## src/rtl/core_window_gen.sv

```systemverilog
// Sliding KxK window former for raster-order pixel streams.
// Every accepted pixel advances line buffers and window by one position; only fully populated windows are flagged valid.
module core_window_gen #(
    parameter int Bits      = 8,
    parameter int ImgWidth  = 28,
    parameter int ImgHeight = 28,
    parameter int K         = 3
) (
    input  logic                  clk_i,
    input  logic                  rst_i,
    input  logic                  clear_i,
    input  logic                  valid_i,
    input  logic [Bits-1:0]       data_i,
    output logic [K*K*Bits-1:0]   window_o,
    output logic                  valid_o,
    output logic                  frame_done_o
);
    localparam int Depth = ImgWidth - K;
    localparam int ColW  = $clog2(ImgWidth);
    localparam int RowW  = $clog2(ImgHeight);

    logic                  accept;
    logic [ColW-1:0]       col_reg;
    logic [RowW-1:0]       row_reg;
    logic                  valid_reg;
    logic                  frame_done_reg;
    logic                  blank_reg;
    logic                  last_col;
    logic                  last_row;
    logic                  full_window;

    // One row of the window per entry, column 0 in the least significant slot.
    logic [K*Bits-1:0]     win_row_reg [K];
    logic [K-1:0][Bits-1:0] row_in;

    assign accept      = valid_i & ~clear_i;
    assign last_col    = (col_reg == ColW'(ImgWidth - 1));
    assign last_row    = (row_reg == RowW'(ImgHeight - 1));
    assign full_window = (row_reg >= RowW'(K - 1)) && (col_reg >= ColW'(K - 1));

    assign row_in[K-1] = data_i;

    // Each upper window row is fed by the pixel exactly one image row behind it.
    genvar gi;
    generate
        for (gi = 0; gi < K - 1; gi++) begin : g_line
            if (Depth == 0) begin : g_direct
                assign row_in[gi] = win_row_reg[gi+1][Bits-1:0];
            end else begin : g_chain
                logic [Bits-1:0] lb_reg [Depth];
                always_ff @(posedge clk_i) begin
                    if (accept) begin
                        lb_reg[0] <= win_row_reg[gi+1][Bits-1:0];
                        for (int i = 1; i < Depth; i++) begin
                            lb_reg[i] <= lb_reg[i-1];
                        end
                    end
                end
                assign row_in[gi] = lb_reg[Depth-1];
            end
        end

        for (gi = 0; gi < K; gi++) begin : g_win
            always_ff @(posedge clk_i) begin
                if (accept) begin
                    win_row_reg[gi] <= {row_in[gi], win_row_reg[gi][K*Bits-1:Bits]};
                end
            end
            // Storage is never cleared, so the output is forced to zero until the first pixel after a restart.
            assign window_o[gi*K*Bits +: K*Bits] = blank_reg ? '0 : win_row_reg[gi];
        end
    endgenerate

    always_ff @(posedge clk_i) begin
        if (rst_i || clear_i) begin
            col_reg        <= '0;
            row_reg        <= '0;
            valid_reg      <= 1'b0;
            frame_done_reg <= 1'b0;
            blank_reg      <= 1'b1;
        end else begin
            valid_reg      <= accept && full_window;
            frame_done_reg <= accept && last_row && last_col;
            if (accept) begin
                blank_reg <= 1'b0;
                if (last_col) begin
                    col_reg <= '0;
                    if (last_row) begin
                        row_reg <= '0;
                    end else begin
                        row_reg <= row_reg + RowW'(1);
                    end
                end else begin
                    col_reg <= col_reg + ColW'(1);
                end
            end
        end
    end

    assign valid_o      = valid_reg;
    assign frame_done_o = frame_done_reg;
endmodule
```

## config.mk

```make
export PLATFORM = sky130hd
export DESIGN_NAME = core_window_gen
export DESIGN_NICKNAME = d
export VERILOG_FILES = /design/src/rtl/core_window_gen.sv
export SDC_FILE = /design/constraint.sdc
export NUM_CORES = 1
export LEC_CHECK = 0
export ABC_AREA = 1
export CAP_MARGIN = 20
export CORE_ASPECT_RATIO = 1.75
export CORE_UTILIZATION = 55
export CTS_BUF_LIST = sky130_fd_sc_hd__clkbuf_4
export DETAILED_ROUTE_END_ITERATION = 12
export GPL_ROUTABILITY_DRIVEN = 1
export PLACE_DENSITY = 0.79
export REMOVE_ABC_BUFFERS = 1
export SLEW_MARGIN = 20
export SYNTH_ARGS = -nofsm -noshare
export SYNTH_HDL_FRONTEND = slang
export SYNTH_SLANG_ARGS = --single-unit
```

## constraint.sdc

```tcl
create_clock -name clk_i -period 15.3 [get_ports clk_i]
set_input_delay 1.53 -clock clk_i [delete_from_list [all_inputs] [get_ports clk_i]]
set_output_delay 1.53 -clock clk_i [all_outputs]
set_load 0.01 [all_outputs]
```

### Word-level counts from Yosys, hierarchy flattened

Memory sizes are Yosys's and may differ from the RTL's.
Cells that the tools add are included.

| storage, ports and cells | value |
|---|---|
| memories kept | 3 |
| RAM bits | 472 |
| bits in registers | 13 |
| word-level logic and storage cells | 29 |
| latch bits | 0 |
| ROM bits | 0 |
| output and inout port bits | 74 |

Memories:

| memory | words | width | read ports | clocked after memory_dff | write ports | RTL line | RTL |
|---|---|---|---|---|---|---|---|
| g_line[0].g_chain.lb_reg | 25 | 8 | 25 | 0 | 25 | 50 | `logic [Bits-1:0] lb_reg [Depth];` |
| g_line[1].g_chain.lb_reg | 25 | 8 | 25 | 0 | 25 | 50 |  |
| win_row_reg | 3 | 24 | 3 | 0 | 3 | 33 | `logic [K*Bits-1:0] win_row_reg [K];` |

| operators by class | value |
|---|---|
| equality and inequality tests | 2 |
| shifts and indexed selects | 0 |
| bitwise logic cells | 2 |
| $lt $le $gt $ge | 2 |
| add/subtract/negate cells | 2 |
| multipliers | 0 |
| muxes and demuxes | 7 |
| reduce and logical (&&, ||, !) cells | 6 |
| divide/modulo/power cells | 0 |

Operators by type and width:

| cell | count |
|---|---|
| $mux 24 | 3 |
| $add 5x1->5 const B | 2 |
| $eq 5x5->1 const B | 2 |
| $ge 5x2->1 const B | 2 |
| $mux 5 | 2 |
| $logic_and 1x1->1 | 4 |
| $mux 1 | 2 |
| $reduce_and 2->1 | 1 |
| $and 1x1->1 | 1 |
| $logic_or 1x1->1 | 1 |
| $not 1->1 | 1 |

### Longest topological paths before layout

Gate-level depths: netlist (run 1).

| depth | value |
|---|---|
| word-level depth | 4 |
| mapped depth | 8 |

### Worst setup path after synthesis (run 1)

Ideal clock, no wire load.

| timing path | value |
|---|---|
| kind | input port to flip-flop |
| from | input clear_i |
| to | register row_reg[2] |
| data required time | 15191 ps |
| setup time | 109 ps |
| cell stages on the path | 6 |
| setup slack | 527 ps |
| arrival | 14664 ps |
| cell sequence | nor2_2 > nand2_1 > nand2_1 > nand2_1 > nand2_1 > inv_1 |

| on the way | value |
|---|---|
| word-level cells in the longest chain between the ends | 3 |
| elaborated cells on any way between the ends | 4 |
| those cells by class | bitwise (2); reduce/logical (2) |

Ends and longest elaborated chain:

| what | RTL line | RTL |
|---|---|---|
| from (decl) | 11 | `input logic clear_i,` |
| $not 1->1 | 36 | `assign accept = valid_i & ~clear_i;` |
| $and 1x1->1 | 36 |  |
| $reduce_and 2->1 (no line) | -- |  |
| to (signal assigned) | 91 | `row_reg <= row_reg + RowW'(1);` |
| to (decl) | 24 | `logic [RowW-1:0] row_reg;` |

Parallel ways exist; a longest one is shown, timed or not.
A chain may end at the register's enable or synchronous reset.

==> results of run 1 <==
critical path, cell delays in order:
cell	delay (ns)
sky130_fd_sc_hd__clkdlybuf4s50_1	0.54
sky130_fd_sc_hd__inv_2	0.08
sky130_fd_sc_hd__nor2_4	0.55
sky130_fd_sc_hd__buf_4	0.77
sky130_fd_sc_hd__buf_12	0.70
sky130_fd_sc_hd__buf_4	0.94
cell usage after synthesis, types with 2 or more instances:
cell | n | area (um^2)
sky130_fd_sc_hd__nor2_1 | 80 | 300
sky130_fd_sc_hd__inv_2 | 3 | 11.3
sky130_fd_sc_hd__buf_2 | 7 | 35.0
sky130_fd_sc_hd__inv_1 | 82 | 308
sky130_fd_sc_hd__nand4_1 | 6 | 37.5
sky130_fd_sc_hd__a21oi_1 | 3 | 15.0
sky130_fd_sc_hd__dfxtp_1 | 13 | 260
sky130_fd_sc_hd__edfxtp_1 | 472 | 14200
sky130_fd_sc_hd__nor3_1 | 4 | 20.0
sky130_fd_sc_hd__nand3_1 | 6 | 30.0
sky130_fd_sc_hd__o21ai_0 | 2 | 10.0
sky130_fd_sc_hd__ha_1 | 4 | 50.1
sky130_fd_sc_hd__nand2_1 | 30 | 113
sky130_fd_sc_hd__nor2_4 | 3 | 33.8
layout make-up:
class | instances | area [um^2] | share of cell area
sequential | 485 | 14400 | 0.803
clock buffer | 136 | 1020 | 0.0568
timing repair buffer | 90 | 901 | 0.0501
multi-input combinational | 143 | 652 | 0.0363
tap | 369 | 462 | 0.0257
inverter | 85 | 319 | 0.0177
clock inverter | 39 | 190 | 0.0106
antenna | 1 | 2.50 | 0.000139
path summary, 6_finish.rpt:
check,startpoint,slack (ns),end
max,valid_i,10.20,g_line[1].g_chain.lb_reg[0][96]
min,g_line[0].g_chain.lb_reg[1][66],0.39,win_row_reg[0][18]
max reg2reg,row_reg[1],13.90,row_reg[2]
min reg2reg,g_line[0].g_chain.lb_reg[1][66],0.39,win_row_reg[0][18]
layer usage:
metal | GRT usage | up-vias | routed length, um
li1 | - | 3063 | -
met1 | 0.194 | 3105 | 9020
met2 | 0.211 | 170 | 8990
met3 | 0.0423 | 43 | 871
met4 | 0.0793 | 0 | 473
met5 | 0 | - | 0
cell families (layout without fill, tap and decap cells):
| family | Yosys count | count (layout) |
|---|---|---|
| AO/OA/AOI/OAI | 6 | 6 |
| adder cells (fa/ha/maj) | 4 | 4 |
| buffers and inverters | 93 | 350 |
| flip-flops | 485 | 485 |
| other | 0 | 1 |
| AND/OR/NAND/NOR | 133 | 133 |
metrics by stage:
stage / cells / instance area [um^2] / utilization
floorplan: 713 / 15400 / -
global placement: 1172 / 16800 / 0.611
detailed placement: 1172 / 16800 / 0.611
CTS: 1347 / 18000 / 0.656
global route: 1348 / 18000 / 0.656
finish: 1348 / 18000 / 0.656
power by group through the flow:
stage          clock [mW]  combinational (mW)  sequential, mW
6_report            0.890              0.0488            1.53
5_1_grt             0.994              0.0539            1.53
4_1_cts             0.933              0.0497            1.53
3_5_place_dp            0              0.0502            1.55
3_3_place_gp            0              0.0483            1.55
2_1_floorplan           0              0.0272            1.57
==> metrics.md, run 1 <==
| Metric | Value |
|---|---|
| Outcome | finished, final reports clean |
| Slew Viols, Final | 0 |
| Switch Pwr | 0.508 mW |
| Clock root buffer | sky130_fd_sc_hd__clkbuf_4 |
| Initial detailed-routing violation count | about 340 |
| Number of standard-cell rows in the floorplan | 80 |
| Sequential share of power | 0.619 |
| Global routing usage summed across all routing layers | 0.144 |
| Number of enable flip-flop cells after synthesis | 472 |
| Largest family of logic cells by synthesized area | simple AND/OR/NAND/NOR gates |
| Hold Violations, Final | 0 |
| Max Clock Skew | just over 0.04 ns |
| Count of port buffers added during placement | 85 |
| Hold buffer count at cts | 0 |
| Via density | 4.73 |
| Switching part of the total power | 0.206 |
| Floorplan core area | ~27000 um^2 |
| Post-synthesis instance area | approximately 15000 um^2 |
| Leading cell types in the layout, fill and taps excluded | sky130_fd_sc_hd__edfxtp_1, sky130_fd_sc_hd__clkbuf_4, sky130_fd_sc_hd__clkdlybuf4s50_1 |
| Remaining global-route overflow | 0 |
| Worst hold path depth | 0 |
| Total negative slack | 0 ns |
| Number of design rule violations left after detail routing | 0 |
| Final weighted congestion in routability-driven placement | 0.718 |
| Antenna violations before repair | 1 |
| Width of the die | 129 um |
| Via count of the first global-routing pass | around 6500 |
| Combinational Power Share | 0.020 |
| RSZ-0062 raised after global routing | no |
| Hold WC Path Type | reg -> reg |
| Adder-Cell Fraction of Synth Area | 0.00324 |
| Number of unique standard cell types used by synthesis | 20 |
| Worst slew margin relative to its limit | 0.297 |
| Final setup violating endpoints | 0 |
| Kind of start point of the critical path | input port |
| Fmax | 196 MHz |
| R2r worst-path depth | 6 |
| Deepest level of the CTS H-tree | 3 |
| Iteration count of the initial detailed-routing pass | 4 |
| Antenna viol nets, final | 0 |
| Part of the Yosys area used for sequential elements | 0.935 |
| Worst Path Max Fanout | 207 |
| Internal Power | 1.96 mW |
| Yosys reg bits | between 400 and 500 |
| Hold slack | between 0.3 and 0.4 ns |
| Setup slack after placement | around 9.4 ns |
| Min cycle time layout | 5.10 ns |
| Synthesized area per cell | 21.4 um^2 |
| CP endpoint kind | flop |
| Post-DR wirelength/cell | 14.4 um |
| Power density over the cells | between 100 and 150 nW/um^2 |
| HPWL after detailed placement | roughly 9.1 mm |
| Floorplan die area | 28800 um^2 |
| I/O pin total | 86 |
| Starting Density | 0.563 |
| Most frequent standard cell in the layout excluding fill and tap cells | sky130_fd_sc_hd__edfxtp_1 |
| Highest ir drop seen on vdd | 0.0811 mV |
| Cell count after synthesis | 721 |
| Proportion of synthesized flip-flops having asynchronous set or reset | 0 |
| Critical Setup Path Class | in -> reg |
| PostCTS Resize Cnt | 0 |
| Synth Area in Compound Gates | 0.00219 |
| Clock tree from TritonCTS | built |
| Post-CTS clock slew at the launch and capture registers of the worst setup and hold paths | 0.08 ns |
| Final worst-path cycle share | 0.333 |
| Synthesis-to-layout area growth | 16.5% |
| Fraction of final layout cells sized beyond drive strength 1 | 0.164 |
| Buffer count from post-CTS setup fixing | 0 |
| Fin worst setup slack | 10.20 ns |
| Via Count | 6381 |
| Maximum number of pins on one net before global-route repair | 208 |
| Cts bufs inserted | 100 |
| Top FF cell, synth | sky130_fd_sc_hd__edfxtp_1 |
| Share of synthesized area spent on multiplexers | 0 |
| MaxCap Viol Count | 0 |
| Max FFs per register | 400 |
| Clock network power share | 0.361 |
| Yosys warnings | 0 |
| Worst skew pair latency | ~0.73 ns |
| Simple-gate area share of the yosys netlist | 0.0365 |
| Total Nets Final | 921 |
| CTS sink cnt | ~490 |
| Die H | 224 um |
| CP Data Arrival Time | ~5.4 ns |
| Leakage dissipation | 6.27 nW |
| Number of filler cells placed in the layout | 1809 |
| Xor and xnor area share after synthesis | 0 |
| Worst Tran Pin Value | approximately 1.1 ns |
| Wire length of the first global-routing pass | 31.4 mm |
| Power, Total | about 2.5 mW |
| Data required time at the worst endpoint | 15.62 ns |
| Number of buffers between clock root and the deepest sink | 3 |
| Drt total wl | 19.3 mm |
No activity file was read; power rests on OpenSTA's default activity.
==> run 2: changes to the inputs <==
Settings changed: CORE_UTILIZATION 55 to 60, PLACE_DENSITY 0.79 to 0.82.
Clock period 15.3 ns to 5 ns, I/O delays scaled along.
==> run 2 against run 1 <==
Compared with the run above: first-iteration DRC count increased by 27%; non-clock buffer count increased by 5; count of clock-buffer cells in the layout decreased by 3; clock skew increased by 0.0080 ns; critical endpoint is now window_o[11]; largest power group unchanged.
==> metrics.md, run 2 (synthesis gave the netlist of run 1 again) <==
| Metric | Value |
|---|---|
| Clock tree from TritonCTS | built |
| Slowest library cell on the worst path | sky130_fd_sc_hd__dfxtp_2 |
| Outcome | finished, final reports clean |
| Crit. Startpoint | blank_reg |
| Initial detailed-routing violation count | 427 |
| CP endpoint kind | primary output |
| Most frequent standard cell in the layout excluding fill and tap cells | sky130_fd_sc_hd__edfxtp_1 |
| Iteration count of the initial detailed-routing pass | 5 |
| CP bufs+invs | 2 |
| Launch point of the worst reg-to-reg path | col_reg[1] |
| Hold WC Path Type | in -> reg |
| Remaining global-route overflow | 0 |
| Hold Violations, Final | 0 |
| Worst path top cell family by delay | buffers and inverters |
| Number of buffers between clock root and the deepest sink | 3 |
| Routed wl met3 | between 1 and 1.5 mm |
| Critical Setup Path Class | reg -> out |
| MaxCap Viol Count | 0 |
| Dpl cell area | 16800 um^2 |
| Total routed wire length on the met1 layer | 8.96 mm |
| CP Data Arrival Time | 2.61 ns |
| Crit path largest cell delay | between 0.7 and 0.8 ns |
| Antenna viol nets, final | 0 |
| Worst Path Max Fanout | 39 |
| Final setup violating endpoints | 0 |
| R2r worst-path depth | 6 |
| Layout Cell Area excl Fill | about 18000 um^2 |
| Hold path startpoint | data_i[1] |
| Non-filler instance count after layout | 1299 |
| Leakage dissipation | 6.31 nW |
| Setup slack after placement | 2.10 ns |
| Antenna violations before repair | 1 |
| Max Clock Skew | 0.0489 ns |
| Global routing usage summed across all routing layers | 0.162 |
| Width of the die | approximately 120 um |
| Fraction of final layout cells sized beyond drive strength 1 | 0.168 |
| Fmax | 322 MHz |
| Clock root buffer | sky130_fd_sc_hd__clkbuf_4 |
| Drt total wl | 19.9 mm |
| Final worst-path cycle share | 0.622 |
| Max FFs per register | 400 |
| Floorplan core area | 25200 um^2 |
| Maximum number of pins on one net before global-route repair | between 150 and 200 |
| Hold buffer count at cts | 0 |
| Total length of routed met2 wires | approximately 9.4 mm |
| Number of design rule violations left after detail routing | 0 |
| Count of port buffers added during placement | 85 |
| Worst skew pair latency | 0.73 ns |
| Count of placed standard cells including taps | approximately 1100 |
| Deepest level of the CTS H-tree | 3 |
| Number of filler cells placed in the layout | 1538 |
| Hold slack | 0.339 ns |
| Min cycle time layout | 3.11 ns |
| Via density | roughly 5.0 |
| HPWL after detailed placement | 9.55 mm |
| Leading cell types in the layout, fill and taps excluded | sky130_fd_sc_hd__edfxtp_1, sky130_fd_sc_hd__clkbuf_4, sky130_fd_sc_hd__clkdlybuf4s50_1 |
| Highest ir drop seen on vdd | 0.268 mV |
| RSZ-0062 raised after global routing | no |
| Buffer count from post-CTS setup fixing | 0 |
| Starting Density | 0.612 |
| CTS sink cnt | 485 |
| Floorplan die area | 26400 um^2 |
| Worst slew margin relative to its limit | 0.467 |
| Fin worst setup slack | about 1.9 ns |
| PostCTS Resize Cnt | 0 |
| Worst Tran Pin Value | 0.799 ns |
| Final weighted congestion in routability-driven placement | between 0.7 and 0.8 |
| Die H | 214 um |
| Total negative slack | 0 ns |
| Kind of start point of the critical path | flop |
| Via count of the first global-routing pass | between 6000 and 7000 |
| Wire length of the first global-routing pass | 32.2 mm |
| Slew Viols, Final | 0 |
| Total Nets Final | 923 |
| Post-DR wirelength/cell | ~15 um |
| Sequential Area | 14400 um^2 |
| Critical Path, Cell by Cell | buf_4 -> nor2_1 -> clkdlybuf4s50_1 |
| Worst hold path depth | 1 |
| I/O pin total | 86 |
| Via Count | 6445 |
| Number of standard-cell rows in the floorplan | 77 |
| Combined area of the multi-input logic cells | about 650 um^2 |
| Synthesis-to-layout area growth | 16.5% |
| Post-CTS clock slew at the launch and capture registers of the worst setup and hold paths | 0.08 ns |
| Data required time at the worst endpoint | ~4.5 ns |
| Power density over the cells | approximately 420 nW/um^2 |
| Highest routed layer | met4 |
| Cts bufs inserted | between 90 and 100 |
| Number of logic stages on the critical path including buffering | 3 |
==> run 2: changes by cell type in the layout (fill, tap and decap cells not counted), sizes merged <==
cell / before / now
clkinv: 33 / 36
clkinvlp: 3 / 2
bufinv: 1 / 2
buf: 5 / 10
clkbuf: 136 / 133
inv: 87 / 86
==> run 2: metrics by stage <==
stage	total power, mW	utilization
floorplan	4.89	-
global route	7.91	0.713
finish	7.57	0.713
detailed placement	4.92	0.664
global placement	4.90	0.664
CTS	7.69	0.713
==> run 2: final cells by class <==
| cell class | instances | area share |
|---|---|---|
| Multi-Input combinational cell | 143 | 0.0362 |
| Tap cell | 316 | 0.0220 |
| Timing Repair Buffer | 95 | 0.0536 |
| Antenna cell | 1 | 0.000139 |
| Clock inverter | 41 | 0.0123 |
| Inverter | 85 | 0.0177 |
| Clock buffer | 133 | 0.0555 |
| Sequential cell | 485 | 0.803 |
==> run 2: final timing paths <==
| kind | to | slack [ns] |
|---|---|---|
| worst max register to register | row_reg[1] | 3.64 |
| worst min register to register | g_line[1].g_chain.lb_reg[0][27] | 0.40 |
| worst max-delay path | window_o[11] | 1.89 |
| worst min-delay path | win_row_reg[0][65] | 0.34 |
==> run 2: power breakdown <==
group          internal, mW  switching [mW]  leakage [nW]
Combinational        0.0527           0.105          1.06
Sequential             4.62          0.0521          4.53
Clock                  1.35            1.40         0.715
Total                  6.01            1.56          6.31
==> run 2: metal layers <==
layer | track usage | vias up
li1 | - | 3067
met1 | 0.235 | 3132
met2 | 0.231 | 213
met3 | 0.0516 | 33
met4 | 0.0683 | 0
met5 | 0 | -
==> run 2: worst reg2reg max path: cells and delay by family (launching register included) <==
family,cells,cell delay [ns]
fa+ha+maj,1,0.23
flops,1,0.42
simple gates,5,0.59
==> run 3: changes to the inputs <==
Clock period 5 ns to 3.3 ns, I/O delays scaled along.
==> run 3 against run 2 <==
Compared with the run above: power is 53% higher; register-to-register slack worse by 1.8 ns; global-route usage is 0.075 points higher; design area is 0.31% higher; core utilization is 0.22 points higher; non-clock buffer count is 1 lower; sequential power is 51% higher; critical path depth stayed put; combinational power is 55% higher; setup slack worse by 1.3 ns.
==> metrics.md, run 3 (synthesis gave the netlist of run 1 again) <==
| Metric | Value |
|---|---|
| Hold path startpoint | data_i[1] |
| Launch point of the worst reg-to-reg path | row_reg[1] |
| Final worst-path cycle share | 0.822 |
| Kind of start point of the critical path | flop |
| Buffer count from post-CTS setup fixing | 0 |
| Clock root buffer | sky130_fd_sc_hd__clkbuf_4 |
| Number of buffers between clock root and the deepest sink | 3 |
| Max FFs per register | 400 |
| Sequential Area | 14400 um^2 |
| Width of the die | 123 um |
| Count of port buffers added during placement | 85 |
| Final weighted congestion in routability-driven placement | 0.709 |
| HPWL after detailed placement | about 10 mm |
| Critical Setup Path Class | reg -> out |
| Combined area of the multi-input logic cells | about 650 um^2 |
| Max Clock Skew | ~0.057 ns |
| Floorplan core area | 25200 um^2 |
| Most frequent standard cell in the layout excluding fill and tap cells | sky130_fd_sc_hd__edfxtp_1 |
| Wire length of the first global-routing pass | 32.3 mm |
| MaxCap Viol Count | 0 |
| CP endpoint kind | primary output |
| Final setup violating endpoints | 0 |
| I/O pin total | 86 |
| Non-filler instance count after layout | approximately 1300 |
| Outcome | finished, final reports clean |
| Antenna violations before repair | 1 |
| Global routing usage summed across all routing layers | 0.163 |
| Via Count | 6441 |
| Post-DR wirelength/cell | 15.6 um |
| Power, Total | 11.6 mW |
| Number of filler cells placed in the layout | 1485 |
| Worst skew pair latency | 0.75 ns |
| Fmax | around 370 MHz |
| Slew Viols, Final | 0 |
| Worst hold path depth | 1 |
| Die H | 214 um |
| Antenna viol nets, final | 0 |
| Cts bufs inserted | between 90 and 100 |
| Initial detailed-routing violation count | 423 |
| Worst Tran Pin Value | around 0.76 ns |
| Worst slew margin relative to its limit | 0.494 |
| CTS sink cnt | 485 |
| Fin worst setup slack | 0.587 ns |
| Deepest level of the CTS H-tree | 3 |
| Maximum number of pins on one net before global-route repair | 113 |
| Count of placed standard cells including taps | 1123 |
| Leakage dissipation | 6.34 nW |
| Drt total wl | 20.2 mm |
| Via count of the first global-routing pass | approximately 6500 |
| Number of standard-cell rows in the floorplan | 77 |
| Leading cell types in the layout, fill and taps excluded | sky130_fd_sc_hd__edfxtp_1, sky130_fd_sc_hd__clkbuf_4, sky130_fd_sc_hd__clkdlybuf4s50_1 |
| Worst Path Max Fanout | 39 |
| Fraction of final layout cells sized beyond drive strength 1 | 0.173 |
| End point of the most critical hold path | win_row_reg[0][65] |
| Total Nets Final | 923 |
| Min cycle time layout | 2.71 ns |
| Clock tree from TritonCTS | built |
| PostCTS Resize Cnt | 0 |
| RSZ-0062 raised after global routing | no |
| Iteration count of the initial detailed-routing pass | 5 |
| Highest ir drop seen on vdd | 0.432 mV |
| CP Data Arrival Time | 2.38 ns |
| Hold Violations, Final | 0 |
| Flop2flop setup slack | ~1.9 ns |
| Post-CTS clock slew at the launch and capture registers of the worst setup and hold paths | around 0.070 ns |
| Floorplan die area | 26400 um^2 |
| Via density | 4.97 |
| Hold WC Path Type | in -> reg |
| Data required time at the worst endpoint | 2.97 ns |
| R2r worst-path depth | 3 |
| Hold buffer count at cts | 0 |
| Setup slack after placement | about 0.95 ns |
| Synthesis-to-layout area growth | 16.9% |
| Number of design rule violations left after detail routing | 0 |
| Power density over the cells | 641 nW/um^2 |
| RR Endpoint | frame_done_o |
| Remaining global-route overflow | 0 |
| Starting Density | 0.612 |
-- run 3: cell count changes in the layout (fill, tap and decap cells not counted), sizes merged --
cell      before  now
buf           10    9
bufinv         2    3
clkbuf       133  135
clkinv        36   31
clkinvlp       2    1
inv           86   87
-- run 3: power by group --
part | switching (mW) | total (mW) | internal, mW
Combinational | 0.159 | 0.243 | 0.0840
Clock | 2.11 | 4.25 | 2.14
Sequential | 0.0796 | 7.07 | 6.99
Total | 2.35 | 11.6 | 9.22
-- run 3: layout make-up --
| class | instances | area share |
|---|---|---|
| inverters | 85 | 0.0177 |
| flip-flops and latches | 485 | 0.800 |
| multi-input cells | 143 | 0.0361 |
| diodes | 1 | 0.000139 |
| clock inverters | 37 | 0.0128 |
| well taps | 316 | 0.0219 |
| clock buffers | 135 | 0.0562 |
| repair buffers | 94 | 0.0551 |
-- run 3: metal layers --
metal,wire (um),vias up,GRT usage
met3,1010,43,0.0455
met4,479,0,0.0843
li1,-,3061,-
met1,9150,3130,0.229
met2,9510,207,0.236
met5,0,-,0
-- run 3: critical path: stages (launching register included) --
cell                              delay (ns)
sky130_fd_sc_hd__dfxtp_2                0.81
sky130_fd_sc_hd__buf_12                 0.28
sky130_fd_sc_hd__nor2_1                 0.08
sky130_fd_sc_hd__clkdlybuf4s50_1        0.48
-- run 3: metrics by stage --
step	hold slack [ns]	utilization	area, um^2	setup TNS [ns]
3_3_place_gp	0.401	0.665	16800	0
4_1_cts	0.112	0.715	18000	0
3_5_place_dp	0.405	0.665	16800	0
5_1_grt	0.119	0.715	18000	0
6_report	0.178	0.715	18000	0
2_1_floorplan	0.400	-	15400	-4753.88
-- run 3: worst max path at each step --
stage	from	end	slack [ns]	depth (start not counted)
final	blank_reg	window_o[0]	0.59	3
after global routing	blank_reg	window_o[14]	0.40	3
after CTS	blank_reg	window_o[25]	0.49	3
after detailed placement	valid_i	win_row_reg[0][27]	0.95	5
after global placement	valid_i	win_row_reg[0][45]	0.99	5
after floorplan	clear_i	row_reg[2]	-10.27	6
